File: src/rtl/gray2binary_seq.sv
`default_nettype none
// ============================================================================
// Module      : gray2binary_seq
// Description : Bit-serial Gray-to-binary decoder. It decodes one bit per
//               clock, MSB first, with a running XOR
//               (b[i] = b[i+1] ^ g[i], b[DW] = 0).
//               It uses a valid/ready handshake on both the input and the
//               output side.
//               Accept edge E0 -> out_valid is high from edge E0+DW.
//               With out_ready held high, one word completes every DW+2
//               cycles.
// Ports       : clk       - system clock, rising edge
//               rst_n     - synchronous active-low reset
//               in_valid  - in_gray is valid
//               in_ready  - block can accept a word (IDLE only)
//               in_gray   - Gray-coded input word [DW-1:0]
//               out_valid - out_bin holds a decoded result (DONE)
//               out_ready - downstream accepts the result
//               out_bin   - decoded binary word [DW-1:0]
//               busy      - high in BUSY or DONE
//               err       - sequence-check flag (GRAY2BIN_SEQCHK_EN only)
// Options     : `define GRAY2BIN_SEQCHK_EN adds the err port. err is set
//               when consecutive accepted words differ in more than one bit.
// Parameters  : DW - data width, 2..32 (default 4)
// Revision    : 1.0 - initial release
// ============================================================================
module gray2binary_seq #(
    parameter int DW = 4
) (
    input  logic          clk,
    input  logic          rst_n,
    input  logic          in_valid,
    output logic          in_ready,
    input  logic [DW-1:0] in_gray,
    output logic          out_valid,
    input  logic          out_ready,
    output logic [DW-1:0] out_bin,
    output logic          busy
`ifdef GRAY2BIN_SEQCHK_EN
    ,
    output logic          err
`endif
);

    localparam int CW = (DW > 1) ? $clog2(DW) : 1;

    localparam logic [1:0] S_IDLE = 2'd0;
    localparam logic [1:0] S_BUSY = 2'd1;
    localparam logic [1:0] S_DONE = 2'd2;

    logic [1:0]    r_state;
    logic [1:0]    w_next_state;
    logic [DW-1:0] r_gray;
    logic [DW-1:0] r_work;
    logic [DW-1:0] r_out_bin;
    logic [DW-1:0] w_work_next;
    logic [CW-1:0] r_cnt;
    logic          r_prev;
    logic          w_bit;
    logic          w_accept;
    logic          w_out_hs;

    assign w_accept = in_valid & in_ready;
    assign w_out_hs = out_valid & out_ready;

    // State register
    always_ff @(posedge clk) begin
        if (!rst_n) begin
            r_state <= S_IDLE;
        end else begin
            r_state <= w_next_state;
        end
    end

    // Next-state logic
    always_comb begin
        w_next_state = r_state;
        case (r_state)
            S_IDLE:  if (w_accept)        w_next_state = S_BUSY;
            S_BUSY:  if (r_cnt == '0)     w_next_state = S_DONE;
            S_DONE:  if (w_out_hs)        w_next_state = S_IDLE;
            default:                      w_next_state = S_IDLE;
        endcase
    end

    // Output logic
    always_comb begin
        in_ready  = (r_state == S_IDLE);
        out_valid = (r_state == S_DONE);
        busy      = (r_state == S_BUSY) || (r_state == S_DONE);
    end

    // Current decoded bit, and the working word with that bit written in.
    // This lets the final step load out_bin in the same cycle that it
    // writes bit 0.
    always_comb begin
        w_bit            = r_prev ^ r_gray[r_cnt];
        w_work_next      = r_work;
        w_work_next[r_cnt] = w_bit;
    end

    // Datapath
    always_ff @(posedge clk) begin
        if (!rst_n) begin
            r_gray    <= '0;
            r_work    <= '0;
            r_out_bin <= '0;
            r_cnt     <= '0;
            r_prev    <= 1'b0;
        end else if (w_accept) begin
            r_gray <= in_gray;
            r_work <= '0;
            r_cnt  <= CW'(DW - 1);
            r_prev <= 1'b0;
        end else if (r_state == S_BUSY) begin
            r_work <= w_work_next;
            r_prev <= w_bit;
            r_cnt  <= r_cnt - CW'(1);
            if (r_cnt == '0) begin
                r_out_bin <= w_work_next;
            end
        end
    end

    assign out_bin = r_out_bin;

`ifdef GRAY2BIN_SEQCHK_EN
    logic [DW-1:0] r_last_gray;
    logic [DW-1:0] w_diff;
    logic [5:0]    w_dist;
    logic          r_seen;
    logic          r_err;

    // Hamming distance to the previously accepted word
    always_comb begin
        w_diff = in_gray ^ r_last_gray;
        w_dist = '0;
        for (int i = 0; i < DW; i++) begin
            w_dist = w_dist + {5'd0, w_diff[i]};
        end
    end

    always_ff @(posedge clk) begin
        if (!rst_n) begin
            r_last_gray <= '0;
            r_seen      <= 1'b0;
            r_err       <= 1'b0;
        end else if (w_accept) begin
            r_last_gray <= in_gray;
            r_seen      <= 1'b1;
            // The first word has no predecessor, so it never flags.
            r_err       <= r_seen && (w_dist > 6'd1);
        end
    end

    assign err = r_err & out_valid;
`endif

endmodule
`default_nettype wire

File: config.mk
export PLATFORM = sky130hd
export DESIGN_NAME = gray2binary_seq
export DESIGN_NICKNAME = d
export VERILOG_FILES = /design/src/rtl/gray2binary_seq.sv
export SDC_FILE = /design/constraint.sdc
export NUM_CORES = 1
export LEC_CHECK = 0
export ABC_AREA = 1
export ABC_CLOCK_PERIOD_IN_PS = 1600
export CAP_MARGIN = 20
export CORE_MARGIN = 4
export CORE_UTILIZATION = 45
export DETAILED_ROUTE_END_ITERATION = 16
export MAX_ROUTING_LAYER = met4
export PLACE_DENSITY = 0.66
export SETUP_SLACK_MARGIN = 0.5
export SLEW_MARGIN = 20
export SYNTH_ARGS = -nofsm -noshare
export SYNTH_HDL_FRONTEND = slang
export SYNTH_SLANG_ARGS = --single-unit
File: constraint.sdc
create_clock -name clk -period 1.6 [get_ports clk]
set_clock_uncertainty 0.2 [all_clocks]
set_input_delay 0.24 -clock clk [delete_from_list [all_inputs] [get_ports clk]]
set_output_delay 0.24 -clock clk [all_outputs]
set_load 0.05 [all_outputs]
==> flow_summary_export.csv, run 1 <==
group,metric,value,unit
outcome,status,"complete, but fails checks",
outcome,violations,"setup timing",
place,hpwl,1420,um
floorplan,die_y,51.9,um
sta,finalSetupViolations,3,
synthesis,synth-compound-area-share,0.0867,
place,portBuffers,14,
cts,clock_sinks,16,
detailed_routing,first_pass_iters,4,
synthesis,synth_fa_ha_area_frac,0.116,
sta,worst_slew_pin_slew,322,ps
sta,finalHoldViolations,0,
pwr,total_power,3.12,mW
floorplan,die_area,2690,um2
cts,htreeDepth,1,
grt,grt_first_pass_wirelength,3730,um
synthesis,synth_xor_area_frac,0,
final_layout,antenna_cells,0,
critical_path,crit_fanout,7,
synthesis,synthMuxAreaShare,0,
floorplan,num_io_pins,15,
cts,hold_buffers,0,
place,dp_slack,41.2,ps
final_layout,post-route-util,0.834,
synthesis,postSynthCellCount,124,
detailed_routing,via_count,926,
pwr,power_frac_comb,0.674,
synthesis,yosys_warnings,0,
sta,setup_slack,-33.2,ps
grt,grt_max_degree,10,
synthesis,synth_simple_gate_area_frac,0.315,
critical_path,r2r-start,"r_state[1]",
synthesis,ys_ff_latch,16,
final_layout,final_cells,185,
floorplan,num_rows,15,
final_layout,nFillCells,106,
pwr,vdd_drop_max,1.70,mV
synthesis,synth_cell_type_count,16,
place,place_inst,161,
job,cap_violations,0,
critical_path,r2r_end,"r_cnt[1]",
cts,clk_pin_slew,100,ps
floorplan,initial_core_util,0.486,
synthesis,seq_area_frac_synth,0.370,
grt,antenna_found_initial,0,
sta,rsz0062_at_grt,"true",
grt,overflow,0,
sta,slew_viol_final,0,
floorplan,die_w,51.9,um
detailed_routing,via_per_inst,5.01,
sta,timing.final.crit_share,1.02,
synthesis,synth_top_area_frac,0.370,
cts,cts_root_buffer,"clkbuf_4",
detailed_routing,wl_per_cell,14.5,um
grt,grt_pass1_vias,884,
detailed_routing,drt-total-wl,2680,um
place,place_area,1170,um2
synthesis,avgSynthCellArea,6.98,um2
pwr,powerDensity,2100,nW/um2
sta,period_minus_slack,1630,ps
pwr,leakage,0.688,nW
grt,grt_usage,0.200,
cts,clock_latency,310,ps
cts,tritoncts,"yes",
place,place_congestion,0.777,
pwr,clkPwrFrac,0.092,
pwr,intPower,1.70,mW
critical_path,end_kind,"flip-flop",
synthesis,synth_top_family_by_area,"simple AND/OR/NAND/NOR gates",
critical_path,crit_type,"reg -> reg",
synthesis,synth_area,866,um2
critical_path,rr_worst_depth,9,
sta,fmax,612,MHz
floorplan,core_area,1780,um2
cts,cts_buffers,3,
critical_path,reg2reg_slack,-30,ps
critical_path,start_kind,"flip-flop",
critical_path,endpoint,"r_cnt[1]",
critical_path,arrival,1660,ps
synthesis,yosysTopAreaCell,"dfxtp_1",
detailed_routing,drc,0,
final_layout,syn_to_final_growth,71.8,%
synthesis,synthTopCellsByArea,"dfxtp_1 37%, ha_1 12%, nand2_1 11%, nor2_1 9.1%, inv_1 8.7%",
final_layout,stdcell_area,1490,um2
sta,tns,-73.3,ps
detailed_routing,ant_nets,0,
final_layout,finalNetCount,177,
pwr,switching_share,0.453,
critical_path,setup.worst_path.start,"r_state[1]",
cts,clock_path_buffers,2,
synthesis,synth_nets,140,
sta,holdWs,311,ps
pwr,switching_power,1.41,mW
worst_hold_path,worstHoldPathType,"reg -> reg",
critical_path,required,1620,ps
pwr,sequentialPowerShare,0.233,
detailed_routing,drt-initial-drc-count,17,
sta,max-slew-margin-rel,0.785,
final_layout,drive_above_1_share,0.469,
==> per-layer routing <==
| layer | track usage | vias to the layer above | wire (um) |
|---|---|---|---|
| li1 | - | 456 | - |
| met1 | 0.189 | 416 | 950 |
| met2 | 0.351 | 44 | 1490 |
| met3 | 0.0630 | 10 | 167 |
| met4 | 0.122 | 0 | 67 |
| met5 | - | - | 0 |
==> worst min path at each step <==
stage / start / end / cells after the start / slack (ps)
6_report: r_gray[3] / r_gray[3] / 2 / 310
5_1_grt: r_gray[1] / r_gray[1] / 2 / 320
4_1_cts: r_gray[2] / r_gray[2] / 2 / 280
3_5_place_dp: r_gray[2] / r_gray[2] / 2 / 280
3_3_place_gp: r_gray[2] / r_gray[2] / 2 / 270
2_1_floorplan: in_gray[0] / r_gray[0] / 2 / 200
==> final cells by class <==
| type | count | area, um2 | share of cell area |
|---|---|---|---|
| multi-input combinational | 83 | 582 | 0.391 |
| tap | 25 | 31.3 | 0.0210 |
| clock buffer | 4 | 36.3 | 0.0244 |
| sequential | 16 | 343 | 0.230 |
| timing repair buffer | 34 | 379 | 0.255 |
| inverter | 23 | 116 | 0.0782 |
==> cells in the mapped netlist <==
library cell	n
clkinv_1	1
inv_1	20
or2_2	3
nand3_2	3
o21ai_0	7
nand2_2	1
dfxtp_1	16
nand3_1	9
clkbuf_1	1
inv_2	2
o221ai_2	1
a21oi_1	5
nand2_1	25
ha_1	8
nor2_1	21
buf_4	1
==> state kept, by name, indices dropped and copies added (netlist names) <==
signal,cells
r_state,2
r_cnt,2
r_gray,4
out_bin,4
r_work,3
r_prev,1
==> logic make-up after synthesis <==
family,after synthesis
compound gates,13
fa+ha+maj,8
buf+inv,25
flops,16
simple gates,62
==> power by group through the flow <==
stage	clock network [mW]	logic [mW]	registers [mW]
final	0.288	2.10	0.727
after global routing	0.310	2.25	0.740
after CTS	0.293	1.87	0.710
after detailed placement	0	1.51	0.697
after global placement	0	1.48	0.692
after floorplan	0	0.946	0.780
==> placed cells by master (no fill, tap or decap), drive strengths merged <==
cell and instances:
nand2 26, inv 21, o221ai 1, o21ai 7, a21oi 5, or2 3
buf 27, nand3 12, dfxtp 16, clkdlybuf4s50 7, clkbuf 4, ha 8
nor2 21, clkinv 2
==> worst max-delay path, stage by stage (launching register included) <==
cell and delay (ps):
dfxtp_4 380, clkinv_4 60, buf_6 110, buf_6 110, ha_4 170, buf_4 130, buf_6 130, nand2_2 50
o21ai_2 50, a21oi_1 160
==> timing repair <==
item / in CTS / in global routing
setup buffers: 12 / 8
endpoints found under the setup margin: 23 / 23
pin swaps: 17 / 9
gates resized for setup: 41 / 11
Power figures use the tool's default switching activity.
==> run 2, diff against run 1 <==
- CELL_PAD_IN_SITES_DETAIL_PLACEMENT: unset -> 1
- CELL_PAD_IN_SITES_GLOBAL_PLACEMENT: unset -> 1
- CORE_UTILIZATION: 45 -> 36
- PLACE_DENSITY: 0.66 -> unset
- PLACE_DENSITY_LB_ADDON: unset -> 0.2
==> run 2 against run 1 <==
- design area rose by 13%
- critical path type is now reg -> out
- the run still ends with setup timing left
- clock power rose by 3%
- largest power group unchanged
- worst hold slack improved by 44 ps
- routed wire length rose by 85%
==> flow_summary_export.csv, run 2 (synthesis results as in run 1) <==
group,metric,value,unit
pwr,clkPwrFrac,0.078,
critical_path,end_kind,"output port",
pwr,switching_share,0.510,
critical_path,crit_fanout,3,
sta,slew_viol_final,0,
cts,hold_buffers,0,
cts,cts_buffers,3,
grt,grt_max_degree,10,
pwr,leakage,0.721,nW
sta,holdWs,355,ps
floorplan,num_rows,17,
cts,htreeDepth,1,
detailed_routing,drt-initial-drc-count,42,
sta,timing.final.crit_share,1.00,
floorplan,core_area,2250,um2
final_layout,final_cell_mix,"14 x inv_1, 14 x nand2_1, 12 x nor2_1, 10 x buf_4",
final_layout,finalNetCount,172,
cts,tritoncts,"yes",
job,cap_violations,0,
outcome,status,"complete, but fails checks",
detailed_routing,via_per_inst,5.56,
critical_path,rr_worst_depth,8,
pwr,power_frac_comb,0.712,
sta,rsz0062_at_grt,"true",
cts,clk_pin_slew,110,ps
floorplan,initial_core_util,0.384,
detailed_routing,first_pass_iters,4,
pwr,powerDensity,2260,nW/um2
pwr,total_power,3.82,mW
sta,finalHoldViolations,0,
detailed_routing,ant_nets,0,
critical_path,arrival,1160,ps
cts,clock_path_buffers,2,
final_layout,syn_to_final_growth,94.9,%
floorplan,die_area,3250,um2
grt,grt_usage,0.216,
grt,overflow,0,
critical_path,required,1160,ps
sta,finalSetupViolations,1,
detailed_routing,drt-total-wl,4950,um
detailed_routing,top_layer,"met4",
final_layout,drive_above_1_share,0.619,
cts,clock_latency,310,ps
place,portBuffers,14,
detailed_routing,dr_wl_met3,178,um
detailed_routing,drc,0,
outcome,violations,"setup timing",
floorplan,die_w,57.0,um
floorplan,die_y,57.0,um
sta,setup_slack,-1.70,ps
final_layout,stdcell_area,1690,um2
place,hpwl,1690,um
grt,grt_first_pass_wirelength,5220,um
pwr,intPower,1.87,mW
cts,cts_root_buffer,"clkbuf_4",
grt,antenna_found_initial,1,
worst_hold_path,worstHoldPathType,"reg -> reg",
sta,max-slew-margin-rel,0.752,
grt,grt_pass1_vias,1044,
floorplan,num_io_pins,15,
critical_path,start_kind,"flip-flop",
place,place_area,1180,um2
place,place_congestion,0.761,
pwr,vdd_drop_max,1.56,mV
sta,worst_slew_pin_slew,371,ps
worst_hold_path,holdPathStages,2,
detailed_routing,wl_per_cell,26.9,um
sta,period_minus_slack,1600,ps
pwr,switching_power,1.95,mW
detailed_routing,wl_met2,2680,um
cts,clock_sinks,16,
sta,fmax,624,MHz
pwr,sequentialPowerShare,0.211,
critical_path,crit_type,"reg -> out",
detailed_routing,met1_length,1810,um
detailed_routing,via_count,1023,
-- run 2: worst paths after layout --
check / startpoint / endpoint / slack, ps
hold / removal: r_gray[3] / r_gray[3] / 360
setup reg to reg: r_state[1] / r_state[0] / 20
hold reg to reg: r_gray[3] / r_gray[3] / 360
setup / recovery: r_state[1] / busy / -2
-- run 2: layer usage --
metal  up-vias  GRT usage
li1        447          -
met1       503      0.225
met2        48      0.413
met3        25     0.0271
met4         0     0.0728
met5         -          -
-- run 2: final cells by class --
class                      instances  area, um2
multi-input combinational         83        785
fill                             219        567
sequential                        16        350
timing repair buffer              29        350
inverter                          23        129
clock buffer                       4       36.3
tap                               28       35.0
antenna                            1       2.50
-- run 2: critical path, stage by stage (launching register included) --
cell     delay (ps)
dfxtp_4         400
inv_6            50
ha_4            270
buf_12          130
-- run 2: through the flow --
| step | utilization | instances | worst slack [ps] | setup TNS (ps) |
|---|---|---|---|---|
| final | 0.749 | 184 | -1.70 | -1.70 |
| after global routing | 0.749 | 184 | -17.3 | -60.7 |
| after CTS | 0.651 | 180 | 36.4 | 0 |
| after detailed placement | 0.524 | 165 | 56.7 | 0 |
| after global placement | 0.524 | 165 | 93.6 | 0 |
| after floorplan | - | 124 | 244 | 0 |
-- run 2: what timing repair did --
action	4_1_cts	5_1_grt
pin swaps	9	13
resized for setup	55	45
cloned	0	0
buffers inserted	11	3
setup endpoints to repair	23	23
-- run 2: power by group through the flow --
stage	Combinational, mW	Clock, mW	Sequential, mW
floorplan	0.946	0	0.780
detailed placement	1.54	0	0.705
global placement	1.49	0	0.691
CTS	2.01	0.291	0.726
global route	2.84	0.305	0.808
finish	2.72	0.297	0.804
==> run 3, diff against run 2 <==
- CTS_CLUSTER_SIZE: unset -> 20
- GPL_ROUTABILITY_DRIVEN: unset -> 0
==> results of run 3 <==
Same layout as run 2: the final DEF is identical, and so are final timing and power.
